$ cat src/rtl/jk_ctrl_pkg.sv
// Shared opcodes, FSM state encoding and op classification for the JK bank sequencer.
// Pure declarations; no logic, no latency, no flow control.
package jk_ctrl_pkg;

    typedef enum logic [2:0] {
        OP_NOP    = 3'd0,
        OP_LOAD   = 3'd1,
        OP_CLEAR  = 3'd2,
        OP_SET    = 3'd3,
        OP_TOGGLE = 3'd4,
        OP_CNT_UP = 3'd5,
        OP_CNT_DN = 3'd6,
        OP_SHL    = 3'd7
    } op_e;

    typedef enum logic [1:0] {
        S_IDLE = 2'd0,
        S_EXEC = 2'd1,
        S_RUN  = 2'd2,
        S_DONE = 2'd3
    } state_e;

    // Counting and shifting repeat for cmd_steps cycles; everything else is one step.
    function automatic logic is_multi_step(input logic [2:0] op);
        return (op == OP_CNT_UP) || (op == OP_CNT_DN) || (op == OP_SHL);
    endfunction

endpackage

$ cat src/rtl/jk_bank_ctrl_if.sv
// Command/status bundle between a host and jk_bank_ctrl: valid/ready command, abort, status.
// No latency of its own; cmd_valid must be held by the host until cmd_ready is seen.
interface jk_bank_ctrl_if #(
    parameter int N      = 4,
    parameter int STEP_W = 8
);
    logic              cmd_valid;
    logic              cmd_ready;
    logic [2:0]        cmd_op;
    logic [N-1:0]      cmd_data;
    logic [STEP_W-1:0] cmd_steps;
    logic              abort;
    logic              busy;
    logic              done;
    logic              aborted;

    modport master (
        output cmd_valid, cmd_op, cmd_data, cmd_steps, abort,
        input  cmd_ready, busy, done, aborted
    );

    modport slave (
        input  cmd_valid, cmd_op, cmd_data, cmd_steps, abort,
        output cmd_ready, busy, done, aborted
    );
endinterface

$ cat src/rtl/jk_drive_gen.sv
// Combinational J/K drive for the bank from the captured op/data and bank feedback.
// Zero latency; forces J=K=0 whenever en is low so the bank holds.
module jk_drive_gen
    import jk_ctrl_pkg::*;
#(
    parameter int N = 4
) (
    input  logic [2:0]   op,
    input  logic [N-1:0] data,
    input  logic [N-1:0] q_fb,
    input  logic         en,
    output logic [N-1:0] j,
    output logic [N-1:0] k
);
    logic [N-1:0] up_t;
    logic [N-1:0] dn_t;
    logic [N-1:0] shl_v;

    // Ripple prefix ANDs: a bit toggles when every lower bit is 1 (up) or 0 (down).
    always_comb begin
        up_t     = '0;
        dn_t     = '0;
        shl_v    = '0;
        up_t[0]  = 1'b1;
        dn_t[0]  = 1'b1;
        shl_v[0] = data[0];
        for (int i = 1; i < N; i++) begin
            up_t[i]  = up_t[i-1] & q_fb[i-1];
            dn_t[i]  = dn_t[i-1] & ~q_fb[i-1];
            shl_v[i] = q_fb[i-1];
        end
    end

    always_comb begin
        j = '0;
        k = '0;
        if (en) begin
            case (op)
                OP_LOAD:   begin j = data;  k = ~data;  end
                OP_CLEAR:  begin j = '0;    k = '1;     end
                OP_SET:    begin j = '1;    k = '0;     end
                OP_TOGGLE: begin j = data;  k = data;   end
                OP_CNT_UP: begin j = up_t;  k = up_t;   end
                OP_CNT_DN: begin j = dn_t;  k = dn_t;   end
                OP_SHL:    begin j = shl_v; k = ~shl_v; end
                default:   begin j = '0;    k = '0;     end
            endcase
        end
    end
endmodule

$ cat src/rtl/jk_bank_ctrl.sv
// Sequences load/set/clear/toggle/count/shift on a JK bank; single-step ops enable one edge, done follows.
// Commands are accepted only in IDLE (cmd_ready); a held cmd_valid waits until the current op retires.
module jk_bank_ctrl
    import jk_ctrl_pkg::*;
#(
    parameter int N      = 4,
    parameter int STEP_W = 8
) (
    input  logic          clk,
    input  logic          preset,
    jk_bank_ctrl_if.slave cmd,
    input  logic [N-1:0]  q_fb,
    output logic          jk_en,
    output logic [N-1:0]  j,
    output logic [N-1:0]  k
);
    state_e            state, state_nxt;
    logic [2:0]        op_q, op_nxt;
    logic [N-1:0]      data_q, data_nxt;
    logic [STEP_W-1:0] rem_q, rem_nxt;
    logic              abt_q, abt_nxt;

    always_ff @(posedge clk or posedge preset) begin
        if (preset) begin
            state  <= S_IDLE;
            op_q   <= '0;
            data_q <= '0;
            rem_q  <= '0;
            abt_q  <= 1'b0;
        end else begin
            state  <= state_nxt;
            op_q   <= op_nxt;
            data_q <= data_nxt;
            rem_q  <= rem_nxt;
            abt_q  <= abt_nxt;
        end
    end

    always_comb begin
        state_nxt = state;
        op_nxt    = op_q;
        data_nxt  = data_q;
        rem_nxt   = rem_q;
        abt_nxt   = abt_q;
        jk_en     = 1'b0;
        case (state)
            S_IDLE: begin
                if (cmd.cmd_valid) begin
                    op_nxt   = cmd.cmd_op;
                    data_nxt = cmd.cmd_data;
                    rem_nxt  = cmd.cmd_steps;
                    abt_nxt  = 1'b0;
                    if (!is_multi_step(cmd.cmd_op))
                        state_nxt = S_EXEC;
                    else if (cmd.cmd_steps == '0)
                        state_nxt = S_DONE;
                    else
                        state_nxt = S_RUN;
                end
            end
            S_EXEC: begin
                jk_en     = 1'b1;
                state_nxt = S_DONE;
            end
            S_RUN: begin
                // The step in an abort cycle still executes; we stop after it.
                jk_en   = 1'b1;
                rem_nxt = rem_q - STEP_W'(1);
                if (cmd.abort || rem_q == STEP_W'(1)) begin
                    state_nxt = S_DONE;
                    abt_nxt   = cmd.abort;
                end
            end
            S_DONE: state_nxt = S_IDLE;
            default: state_nxt = S_IDLE;
        endcase
    end

    assign cmd.cmd_ready = (state == S_IDLE) & ~preset;
    assign cmd.busy      = (state != S_IDLE);
    assign cmd.done      = (state == S_DONE);
    assign cmd.aborted   = (state == S_DONE) & abt_q;

    jk_drive_gen #(.N(N)) u_drive (
        .op   (op_q),
        .data (data_q),
        .q_fb (q_fb),
        .en   (jk_en),
        .j    (j),
        .k    (k)
    );
endmodule

$ cat src/flat_wrapper.sv
// flat-port wrapper written by rule: the top's interface ports become plain ports
module jk_bank_ctrl_flat import jk_ctrl_pkg::*;
#(
    parameter int N      = 4,
    parameter int STEP_W = 8
)
  (clk, preset, q_fb, jk_en, j, k, cmd_cmd_valid, cmd_cmd_op, cmd_cmd_data, cmd_cmd_steps, cmd_abort, cmd_cmd_ready, cmd_busy, cmd_done, cmd_aborted);
  jk_bank_ctrl_if #(.N(N), .STEP_W(STEP_W)) cmd_i ();
  input  logic clk;
  input  logic preset;
  input  logic [N-1:0] q_fb;
  output logic jk_en;
  output logic [N-1:0] j;
  output logic [N-1:0] k;
  input wire logic [$bits(cmd_i.cmd_valid)-1:0] cmd_cmd_valid;
  input wire logic [$bits(cmd_i.cmd_op)-1:0] cmd_cmd_op;
  input wire logic [$bits(cmd_i.cmd_data)-1:0] cmd_cmd_data;
  input wire logic [$bits(cmd_i.cmd_steps)-1:0] cmd_cmd_steps;
  input wire logic [$bits(cmd_i.abort)-1:0] cmd_abort;
  output wire logic [$bits(cmd_i.cmd_ready)-1:0] cmd_cmd_ready;
  output wire logic [$bits(cmd_i.busy)-1:0] cmd_busy;
  output wire logic [$bits(cmd_i.done)-1:0] cmd_done;
  output wire logic [$bits(cmd_i.aborted)-1:0] cmd_aborted;
  assign cmd_i.cmd_valid = cmd_cmd_valid;
  assign cmd_i.cmd_op = cmd_cmd_op;
  assign cmd_i.cmd_data = cmd_cmd_data;
  assign cmd_i.cmd_steps = cmd_cmd_steps;
  assign cmd_i.abort = cmd_abort;
  assign cmd_cmd_ready = cmd_i.cmd_ready;
  assign cmd_busy = cmd_i.busy;
  assign cmd_done = cmd_i.done;
  assign cmd_aborted = cmd_i.aborted;
  jk_bank_ctrl #(.N(N), .STEP_W(STEP_W)) u_core (.clk(clk), .preset(preset), .cmd(cmd_i), .q_fb(q_fb), .jk_en(jk_en), .j(j), .k(k));
endmodule
$ cat config.mk
export PLATFORM = sky130hd
export DESIGN_NAME = jk_bank_ctrl_flat
export DESIGN_NICKNAME = d
export VERILOG_FILES = /design/src/rtl/jk_ctrl_pkg.sv /design/src/rtl/jk_bank_ctrl_if.sv /design/src/rtl/jk_drive_gen.sv /design/src/rtl/jk_bank_ctrl.sv /design/src/flat_wrapper.sv
export SDC_FILE = /design/constraint.sdc
export NUM_CORES = 1
export LEC_CHECK = 0
export CELL_PAD_IN_SITES_DETAIL_PLACEMENT = 0
export CELL_PAD_IN_SITES_GLOBAL_PLACEMENT = 1
export CORE_UTILIZATION = 29
export CTS_BUF_LIST = sky130_fd_sc_hd__clkbuf_16
export CTS_CLUSTER_DIAMETER = 80
export DETAILED_ROUTE_END_ITERATION = 10
export HOLD_SLACK_MARGIN = 0.06
export MAX_ROUTING_LAYER = met4
export PLACE_DENSITY = 0.71
export SYNTH_ARGS = -nofsm -noshare
export SYNTH_HDL_FRONTEND = slang
export SYNTH_SLANG_ARGS = --single-unit
export TNS_END_PERCENT = 30
$ cat constraint.sdc
create_clock -name clk -period 1.4 [get_ports clk]
set_input_delay 0.35 -clock clk [delete_from_list [all_inputs] [get_ports clk]]
set_output_delay 0.35 -clock clk [all_outputs]
set_load 0.02 [all_outputs]
## After elaboration in Yosys (flattened, before gate mapping)

Cells that the tools add are included.

| storage, ports and cells | value |
|---|---|
| input port bits | 23 |
| bits in registers | 18 |
| output and inout bits | 13 |
| logic and storage cells | 62 |

| operators by class | value |
|---|---|
| bitwise operators | 12 |
| mux-type cells | 15 |
| add/sub/neg operators | 1 |
| equality and inequality tests | 16 |
| reduce and logical (&&, ||, !) cells | 13 |

Operators by type and width:

| operator | count |
|---|---|
| $pmux 4 s6 | 1 |
| $eq 3x3->1 const B | 7 |
| $pmux 4 s5 | 1 |
| $pmux 8 s2 | 1 |
| $eq 8x1->1 const B | 1 |
| $logic_not 8->1 | 1 |
| $mux 4 | 2 |
| $mux 8 | 1 |
| $not 4->4 | 2 |
| $pmux 2 s4 | 1 |
| $sub 8x1->8 const B | 1 |
| $and 1x1->1 | 6 |
| $eq 3x2->1 const B | 2 |
| $mux 2 | 3 |
| $reduce_and 2->1 | 3 |
| $eq 2x2->1 const B | 2 |
| $mux 1 | 4 |
| $not 1->1 | 4 |
| $reduce_bool 2->1 | 2 |
| $reduce_or 2->1 | 2 |
| $eq 3x1->1 const B | 1 |
| $logic_or 1x1->1 | 3 |
| $reduce_and 3->1 | 1 |
| $eq 2x1->1 const B | 1 |
| 4 further kinds | 4 |

## Depth between registers and ports, before layout

Gate-level depths: netlist of run 1.

| depth | value |
|---|---|
| word-level depth | 6 |
| mapped depth | 7 |
| depth with buffers taken out | 6 |

## Hierarchy

From an unflattened synthesis of run 1, not the netlist that was laid out.

| unflattened totals | value |
|---|---|
| cell total of the unflattened synthesis | 172 |
| area, all modules | 1490.2 um^2 |

Modules (own cells, without submodules):

| module | area each (um^2) | seq. area each (um^2) | times used | cells an instance |
|---|---|---|---|---|
| jk_bank_ctrl | 1089.8 | 450.4 | 1 | 116 |
| jk_drive_gen | 400.4 | 0.0 | 1 | 56 |

## Worst setup path before layout of run 1

OpenSTA, ideal clock, no wires.

| timing path | value |
|---|---|
| path kind | reg-to-output |
| start point | reg u_core.state[1] |
| end point | out j[1] |
| required time | 1.050 ns |
| path buffers | 0 |
| arrival | 1.598 ns |
| cell stages (with the launch flop) | 5 |
| slack | -0.548 ns |
| cells stage by stage | dfrtp_1 > inv_1 > ha_1 > o21ai_0 > a211oi_1 |

| between the ends | value |
|---|---|
| longest elaborated chain between the ends | 4 |
| elaborated cells on any way between the ends | 5 |
| those cells by class | 2 x eq/ne; 2 x mux; 1 x reduce/logical |

Ends and longest elaborated chain:

| what | line | source |
|---|---|---|
| start: declaration | jk_bank_ctrl.sv:17 | `state_e state, state_nxt;` |
| start signal: assignment | jk_bank_ctrl.sv:31 | `state <= state_nxt;` |
| $eq 2x1->1 / $eq 2x2->1 (equally long branches) | jk_bank_ctrl.sv:46 | `case (state)` |
| $reduce_or 2->1 (no source line) (*) | -- |  |
| $mux 1 (*) | jk_bank_ctrl.sv:46 |  |
| named net jk_en | flat_wrapper.sv:12 | `output logic jk_en;` |
| $mux 4 (*) | jk_drive_gen.sv:37 | `if (en) begin` |
| end: declaration | flat_wrapper.sv:13 | `output logic [N-1:0] j;` |

The timed path passes the listed nets; every way through them passes the cells marked *.

## Worst setup path after layout of run 1

| timing path | value |
|---|---|
| start point | reg u_core.op_q[0] |
| end point | out k[1] |

| between the ends | value |
|---|---|
| longest elaborated chain between the ends | 3 |
| elaborated cells on any way between the ends | 8 |
| those cells by class | 6 x eq/ne; 2 x mux |

Ends and longest elaborated chain:

| what | line | source |
|---|---|---|
| start: declaration | jk_bank_ctrl.sv:18 | `logic [2:0] op_q, op_nxt;` |
| start signal: assignment | jk_bank_ctrl.sv:32 | `op_q <= op_nxt;` |
| $eq 3x3->1 (tied with other cells) | jk_drive_gen.sv:38 | `case (op)` |
| $pmux 4 s6 (*) | jk_drive_gen.sv:38 |  |
| $mux 4 (*) | jk_drive_gen.sv:37 |  |
| end: declaration | flat_wrapper.sv:14 | `output logic [N-1:0] k;` |

Every way passes the cells marked *; elsewhere a longest branch is shown, timed or not.

==> out/results.tsv, run 1 <==
stage	metric	value	unit
logic_synthesis	EDFF count, synth	0	
layout	multi-input logic area	0.00118	sq mm
logic_synthesis	Mapped Area	0.00153	sq mm
routing	remaining antenna violation count	0	
clock_network	CTS buffer count	3	
routing	vias after detailed routing	1718	
logic_synthesis	Net Count, Synth	216	
job	Max Cap Viol	0	
logic_synthesis	sequential area share after synthesis	0.295	
sta	period utilization	1.34	
layout	Reg area	453	sq um
global_routing	vias in the first global route	1631	
layout	Final Core Density	0.538	
sta	Fin Setup TNS	-4360	ps
run_status	failing checks	setup timing	
power_and_ir_drop	Leak	1.17	nW
floorplan	die footprint	0.00555	sq mm
sta	Tmin final	1870	ps
clock_network	worst skew pair latency	250	ps
setup_path	CP required	1050	ps
sta	worst setup margin	-474	ps
sta	relative slew slack	0.749	
place	pre-CTS setup slack	-1020	ps
clock_network	CTS tree	built	
place	Placed Area	0.00239	sq mm
clock_network	Clock Path Buffers	2	
setup_path	crit end category	primary output	
run_status	run status	complete, but fails checks	
sta	pins over their slew limit	0	
layout	antenna cell count	0	
setup_path	critical path data arrival time	1520	ps
place	dpl hpwl	3340	um
routing	vias per cell	4.94	
setup_path	Setup CP Type	flip-flop to primary output	
logic_synthesis	Yosys reg bits	18	
logic_synthesis	synth warn	0	
global_routing	global route overflow	0	
floorplan	initial core utilization	0.301	
layout	filler cell count	487	
clock_network	clock sink total	18	
clock_network	H-tree depth	1	
sta	RSZ-0062 raised after global routing	yes	
global_routing	Total GRT Usage	0.176	
global_routing	largest net degree at the start of global routing	20	
logic_synthesis	asr flop ratio synth	1.00	
clock_network	CTS clock-pin slew for the worst setup and hold paths	50	ps
global_routing	first-pass GRT wire length	7350	um
sta	Fin. Hold Viols	0	
routing	Pre-antenna DRT Iters	4	
floorplan	die height	74.5	um
sta	fmax	0.533	GHz
power_and_ir_drop	maximum VDD drop	0.000863	V
sta	slew of the pin with the lowest slew margin	377	ps
floorplan	Core Footprint	0.00507	sq mm
setup_path	CP startpoint kind	flip-flop	
routing	final WL	4450	um
setup_path	CP max FO	8	
layout	nets	307	
floorplan	# IOs	36	
logic_synthesis	Mapped Avg Cell Area	8.11	sq um
routing	Avg WL per Cell	12.8	um
global_routing	initial antenna violation count	0	
floorplan	Chip Width	74.5	um
min_path	HP Class	primary input to asynchronous set/reset pin	
power_and_ir_drop	Power Density	2600	mW/mm^2
floorplan	# rows	26	
logic_synthesis	ys flop type	dfrtp_1	
clock_network	clock root buffer master	clkbuf_16	
logic_synthesis	Post-Synthesis Cells	188	
layout	final instance area	0.00273	sq mm
routing	initial DRC count	53	
layout	P&R area growth vs syn	79.2	%
sta	Worst Skew	4.51	ps
layout	share of layout cells above drive strength 1	0.493	
place	GP Congestion	0.806	
place	number of buffers added on ports	34	
routing	DRC viols	0	
clock_network	CTS Hold Bufs	0	
sta	Setup violations, final	20	
logic_synthesis	Yosys cell types	45	
==> registers in the layout, summed over array words and instances (netlist names) <==
register       count
u_core.state       2
u_core.data_q      4
u_core.abt_q       1
u_core.op_q        3
u_core.rem_q       8
==> cell type report <==
type                       count  area share
clock buffer                   3      0.0275
clock inverter                 1     0.00137
inverter                      13      0.0201
multi-input combinational    145       0.432
sequential                    18       0.166
tap                           70      0.0321
timing repair buffer          98       0.321
==> cell families after synthesis <==
kind of cell	after synthesis	synth area share
AND/OR/NAND/NOR	59	0.213
adder cells (fa/ha/maj)	5	0.0410
multiplexers	13	0.0919
buffers and inverters	25	0.0689
AO/OA/AOI/OAI	67	0.284
flip-flops	18	0.295
XOR/XNOR	1	0.00574
==> what timing repair did <==
action / 4_1_cts / 5_1_grt
gates cloned: 0 / 0
gates resized for setup: 105 / 29
buffers inserted: 5 / 3
pin swaps: 7 / 7
setup endpoints to repair: 31 / 31
hold endpoints to repair: 0 / 0
==> routing by layer <==
metal	up-vias	GRT usage	part of all wire
met5	-	-	0
met4	0	0.0314	0.0045
met3	2	0.0203	0.022
met2	24	0.297	0.49
met1	819	0.228	0.49
li1	873	-	-
==> power breakdown <==
part           internal, mW  switching (mW)
logic                  2.90            2.53
registers             0.798           0.301
clock network         0.379           0.187
==> synthesized netlist by cell type (2+ instances only) <==
| library cell | n | share of area |
|---|---|---|
| dfrtp_1 | 18 | 0.30 |
| o21ai_0 | 18 | 0.059 |
| a21oi_1 | 17 | 0.056 |
| nand2_1 | 16 | 0.039 |
| inv_1 | 13 | 0.032 |
| nand3_1 | 10 | 0.033 |
| nor2_1 | 10 | 0.025 |
| buf_2 | 9 | 0.030 |
| mux2_2 | 8 | 0.059 |
| ha_1 | 5 | 0.041 |
| mux2i_1 | 5 | 0.033 |
| o211ai_1 | 5 | 0.025 |
| o22ai_1 | 5 | 0.021 |
| nor4_1 | 4 | 0.016 |
| a31o_2 | 3 | 0.017 |
| clkbuf_1 | 3 | 0.0074 |
| nor2b_1 | 3 | 0.012 |
| o31ai_1 | 3 | 0.015 |
| or2_2 | 3 | 0.012 |
| a211oi_1 | 2 | 0.0098 |
| a21boi_0 | 2 | 0.0098 |
| a221oi_1 | 2 | 0.011 |
| nand2b_1 | 2 | 0.0082 |
==> worst max-delay path: stages (launching register included) <==
cell and delay [ps]:
dfrtp_2 440, clkinvlp_4 190, o211ai_1 210, o21ai_1 90
o211a_1 220, buf_6 130
==> path summary, 6_finish.rpt <==
kind / from / to / slack [ps] / cells after the start
setup / recovery: u_core.op_q[0] / k[1] / -470 / 5
max in group asynchronous: preset / u_core.op_q[2] / 690 / 3
setup reg to reg: u_core.state[0] / u_core.state[1] / -160 / 8
hold / removal: preset / u_core.abt_q / 490 / 3
hold reg to reg: u_core.data_q[1] / u_core.data_q[1] / 590 / 1
min in group clk: u_core.data_q[1] / u_core.data_q[1] / 590 / 1
==> stage by stage <==
step,instances,power [mW],hold slack [ps]
2_1_floorplan,188,3.64,289
3_3_place_gp,336,5.50,550
3_5_place_dp,336,5.53,557
4_1_cts,345,6.62,495
5_1_grt,348,7.64,524
6_report,348,7.10,489
==> cell usage in the layout (no fill, tap or decap), types with 3 or more instances in the layout <==
master,netlist,layout
nand2_1,16,14
clkdlybuf4s50_1,0,17
o21ai_0,18,8
a21oi_2,1,6
inv_2,0,4
mux2_2,8,8
nor2b_1,3,3
nor2_1,10,8
inv_1,13,7
o22ai_1,5,4
mux2i_1,5,5
ha_4,0,3
nand3_1,10,9
o21ai_1,0,6
nor4_1,4,3
a21oi_1,17,11
buf_4,0,55
clkbuf_16,0,3
o211ai_1,5,5
o21ai_2,0,4
dfrtp_1,18,16
dlygate4sd2_1,0,4
buf_6,0,19
Note: power is estimated with default switching activity, not from simulation.
==> run 2: changes to the inputs <==
- CORE_ASPECT_RATIO: default -> 1.25
- CORE_MARGIN: default -> 2
==> out/results.tsv, run 2 (same netlist as run 1, synthesis figures left out) <==
stage	metric	value	unit
run_status	run status	complete, but fails checks	
run_status	failing checks	setup timing	
clock_network	CTS clock-pin slew for the worst setup and hold paths	50	ps
clock_network	worst skew pair latency	250	ps
layout	nets	301	
clock_network	clock root buffer master	clkbuf_16	
routing	remaining antenna violation count	0	
routing	Pre-antenna DRT Iters	4	
floorplan	Core Footprint	0.00508	sq mm
global_routing	initial antenna violation count	0	
place	pre-CTS setup slack	-1080	ps
power_and_ir_drop	Leak	1.14	nW
sta	Fin Setup TNS	-4250	ps
power_and_ir_drop	Power Density	2560	mW/mm^2
layout	most common library cell in the layout ignoring fill and taps	buf_4	
power_and_ir_drop	Cell Int Power	3.83	mW
global_routing	largest net degree at the start of global routing	20	
setup_path	CP max-delay cell	dfrtp_2	
routing	Avg WL per Cell	13.6	um
power_and_ir_drop	Net Sw Power	2.96	mW
setup_path	Setup CP Type	flip-flop to primary output	
sta	Worst Skew	1.11	ps
layout	P&R area growth vs syn	74.2	%
layout	share of layout cells above drive strength 1	0.485	
routing	initial DRC count	62	
layout	Largest Register	u_core.rem_q	
floorplan	# rows	29	
clock_network	clock sink total	18	
global_routing	global route overflow	0	
routing	vias per cell	5.16	
setup_path	critical path data arrival time	1490	ps
floorplan	Chip Width	68.9	um
clock_network	H-tree depth	1	
layout	Top Registers	u_core.rem_q: 8 flops, u_core.data_q: 4 flops, u_core.op_q: 3 flops	
clock_network	Clock Path Buffers	2	
layout	max reg flops	8	
setup_path	CP max FO	7	
sta	worst setup margin	-439	ps
sta	relative slew slack	0.771	
floorplan	die footprint	0.00586	sq mm
sta	pins over their slew limit	0	
global_routing	vias in the first global route	1693	
clock_network	CTS buffer count	3	
layout	antenna cell count	0	
global_routing	Total GRT Usage	0.167	
setup_path	worst path cell trace	nor2b_1 -> and4_1 -> o21ai_2 -> a31oi_4 -> buf_6	
clock_network	CTS tree	built	
sta	Fin. Hold Viols	0	
power_and_ir_drop	maximum VDD drop	0.000981	V
job	Max Cap Viol	0	
sta	RSZ-0062 raised after global routing	yes	
routing	vias after detailed routing	1724	
setup_path	crit end category	primary output	
setup_path	Max stage delay on crit path	450	ps
power_and_ir_drop	logic gate share of total power	0.750	
place	dpl hpwl	3540	um
global_routing	first-pass GRT wire length	7450	um
sta	Min Hold Slack	574	ps
layout	Final Core Density	0.523	
floorplan	die height	85.1	um
place	GP Congestion	0.773	
power_and_ir_drop	register share of total power	0.164	
setup_path	worst path buffer plus inverter count	1	
power_and_ir_drop	Clk pwr share	0.086	
setup_path	CP startpoint kind	flip-flop	
sta	fmax	0.544	GHz
routing	DRC viols	0	
power_and_ir_drop	switching share of power	0.436	
sta	Setup violations, final	21	
sta	slew of the pin with the lowest slew margin	341	ps
floorplan	initial core utilization	0.300	
sta	Tmin final	1840	ps
sta	period utilization	1.31	
floorplan	# IOs	36	
setup_path	crit-path leading delay family	flip-flops	
clock_network	CTS Hold Bufs	0	
min_path	HP Class	flip-flop to flip-flop	
setup_path	CP required	1050	ps
place	number of buffers added on ports	34	
routing	final WL	4550	um
layout	most frequent cells in the layout	buf_4 (48), buf_6 (21), clkdlybuf4s50_1 (17)	
[run 2: per-stage QoR]
step,cell area (sq um),cells,total power [mW]
6_report,2660,334,6.80
5_1_grt,2660,334,7.29
4_1_cts,2550,334,6.47
3_5_place_dp,2370,328,5.50
3_3_place_gp,2370,328,5.46
2_1_floorplan,1600,188,3.64
[run 2: repair_timing]
action	in CTS	in global routing
gates resized for setup	107	29
cloned	0	0
pin swaps	14	7
endpoints found under the setup margin	31	31
setup buffers	2	0
[run 2: final cells by class]
cell class / instances / area (sq um)
Clock inverter: 1 / 3.75
Tap cell: 62 / 77.6
Timing Repair Buffer: 92 / 833
Clock buffer: 3 / 75.1
Inverter: 13 / 53.8
Sequential cell: 18 / 453
Fill cell: 486 / 2420
Multi-Input combinational cell: 145 / 1160
[run 2: final timing paths]
check | startpoint | to | slack (ps) | cells after the start
setup / recovery | u_core.op_q[0] | j[3] | -440 | 5
hold / removal | u_core.data_q[1] | u_core.data_q[1] | 570 | 1
setup reg to reg | u_core.state[0] | u_core.rem_q[2] | -150 | 8
hold reg to reg | u_core.data_q[1] | u_core.data_q[1] | 570 | 1
max in group asynchronous | preset | u_core.op_q[0] | 590 | 4
min in group asynchronous | preset | u_core.data_q[1] | 600 | 4
[run 2: power groups by stage]
| stage | combinational [mW] | clock [mW] | sequential (mW) |
|---|---|---|---|
| after floorplan | 2.59 | 0 | 1.05 |
| after global placement | 4.39 | 0 | 1.07 |
| after detailed placement | 4.43 | 0 | 1.07 |
| after CTS | 4.78 | 0.596 | 1.09 |
| after global routing | 5.51 | 0.622 | 1.16 |
| final | 5.10 | 0.583 | 1.11 |
[run 2: worst register-to-register path, cell delays in order, from the launching register on]
cell      delay [ps]
dfrtp_1          360
inv_2             60
buf_6            110
buf_6            110
ha_4             180
buf_6            130
or2_2            280
a21oi_1          150
a221oi_1          60
[run 2: layer usage]
| metal | vias to the layer above | global-route usage | share of wire |
|---|---|---|---|
| met4 | 0 | 0.0446 | 0.015 |
| met3 | 7 | 0.0159 | 0.038 |
| met5 | - | - | 0 |
| met1 | 819 | 0.193 | 0.42 |
| met2 | 40 | 0.298 | 0.52 |
| li1 | 858 | - | - |
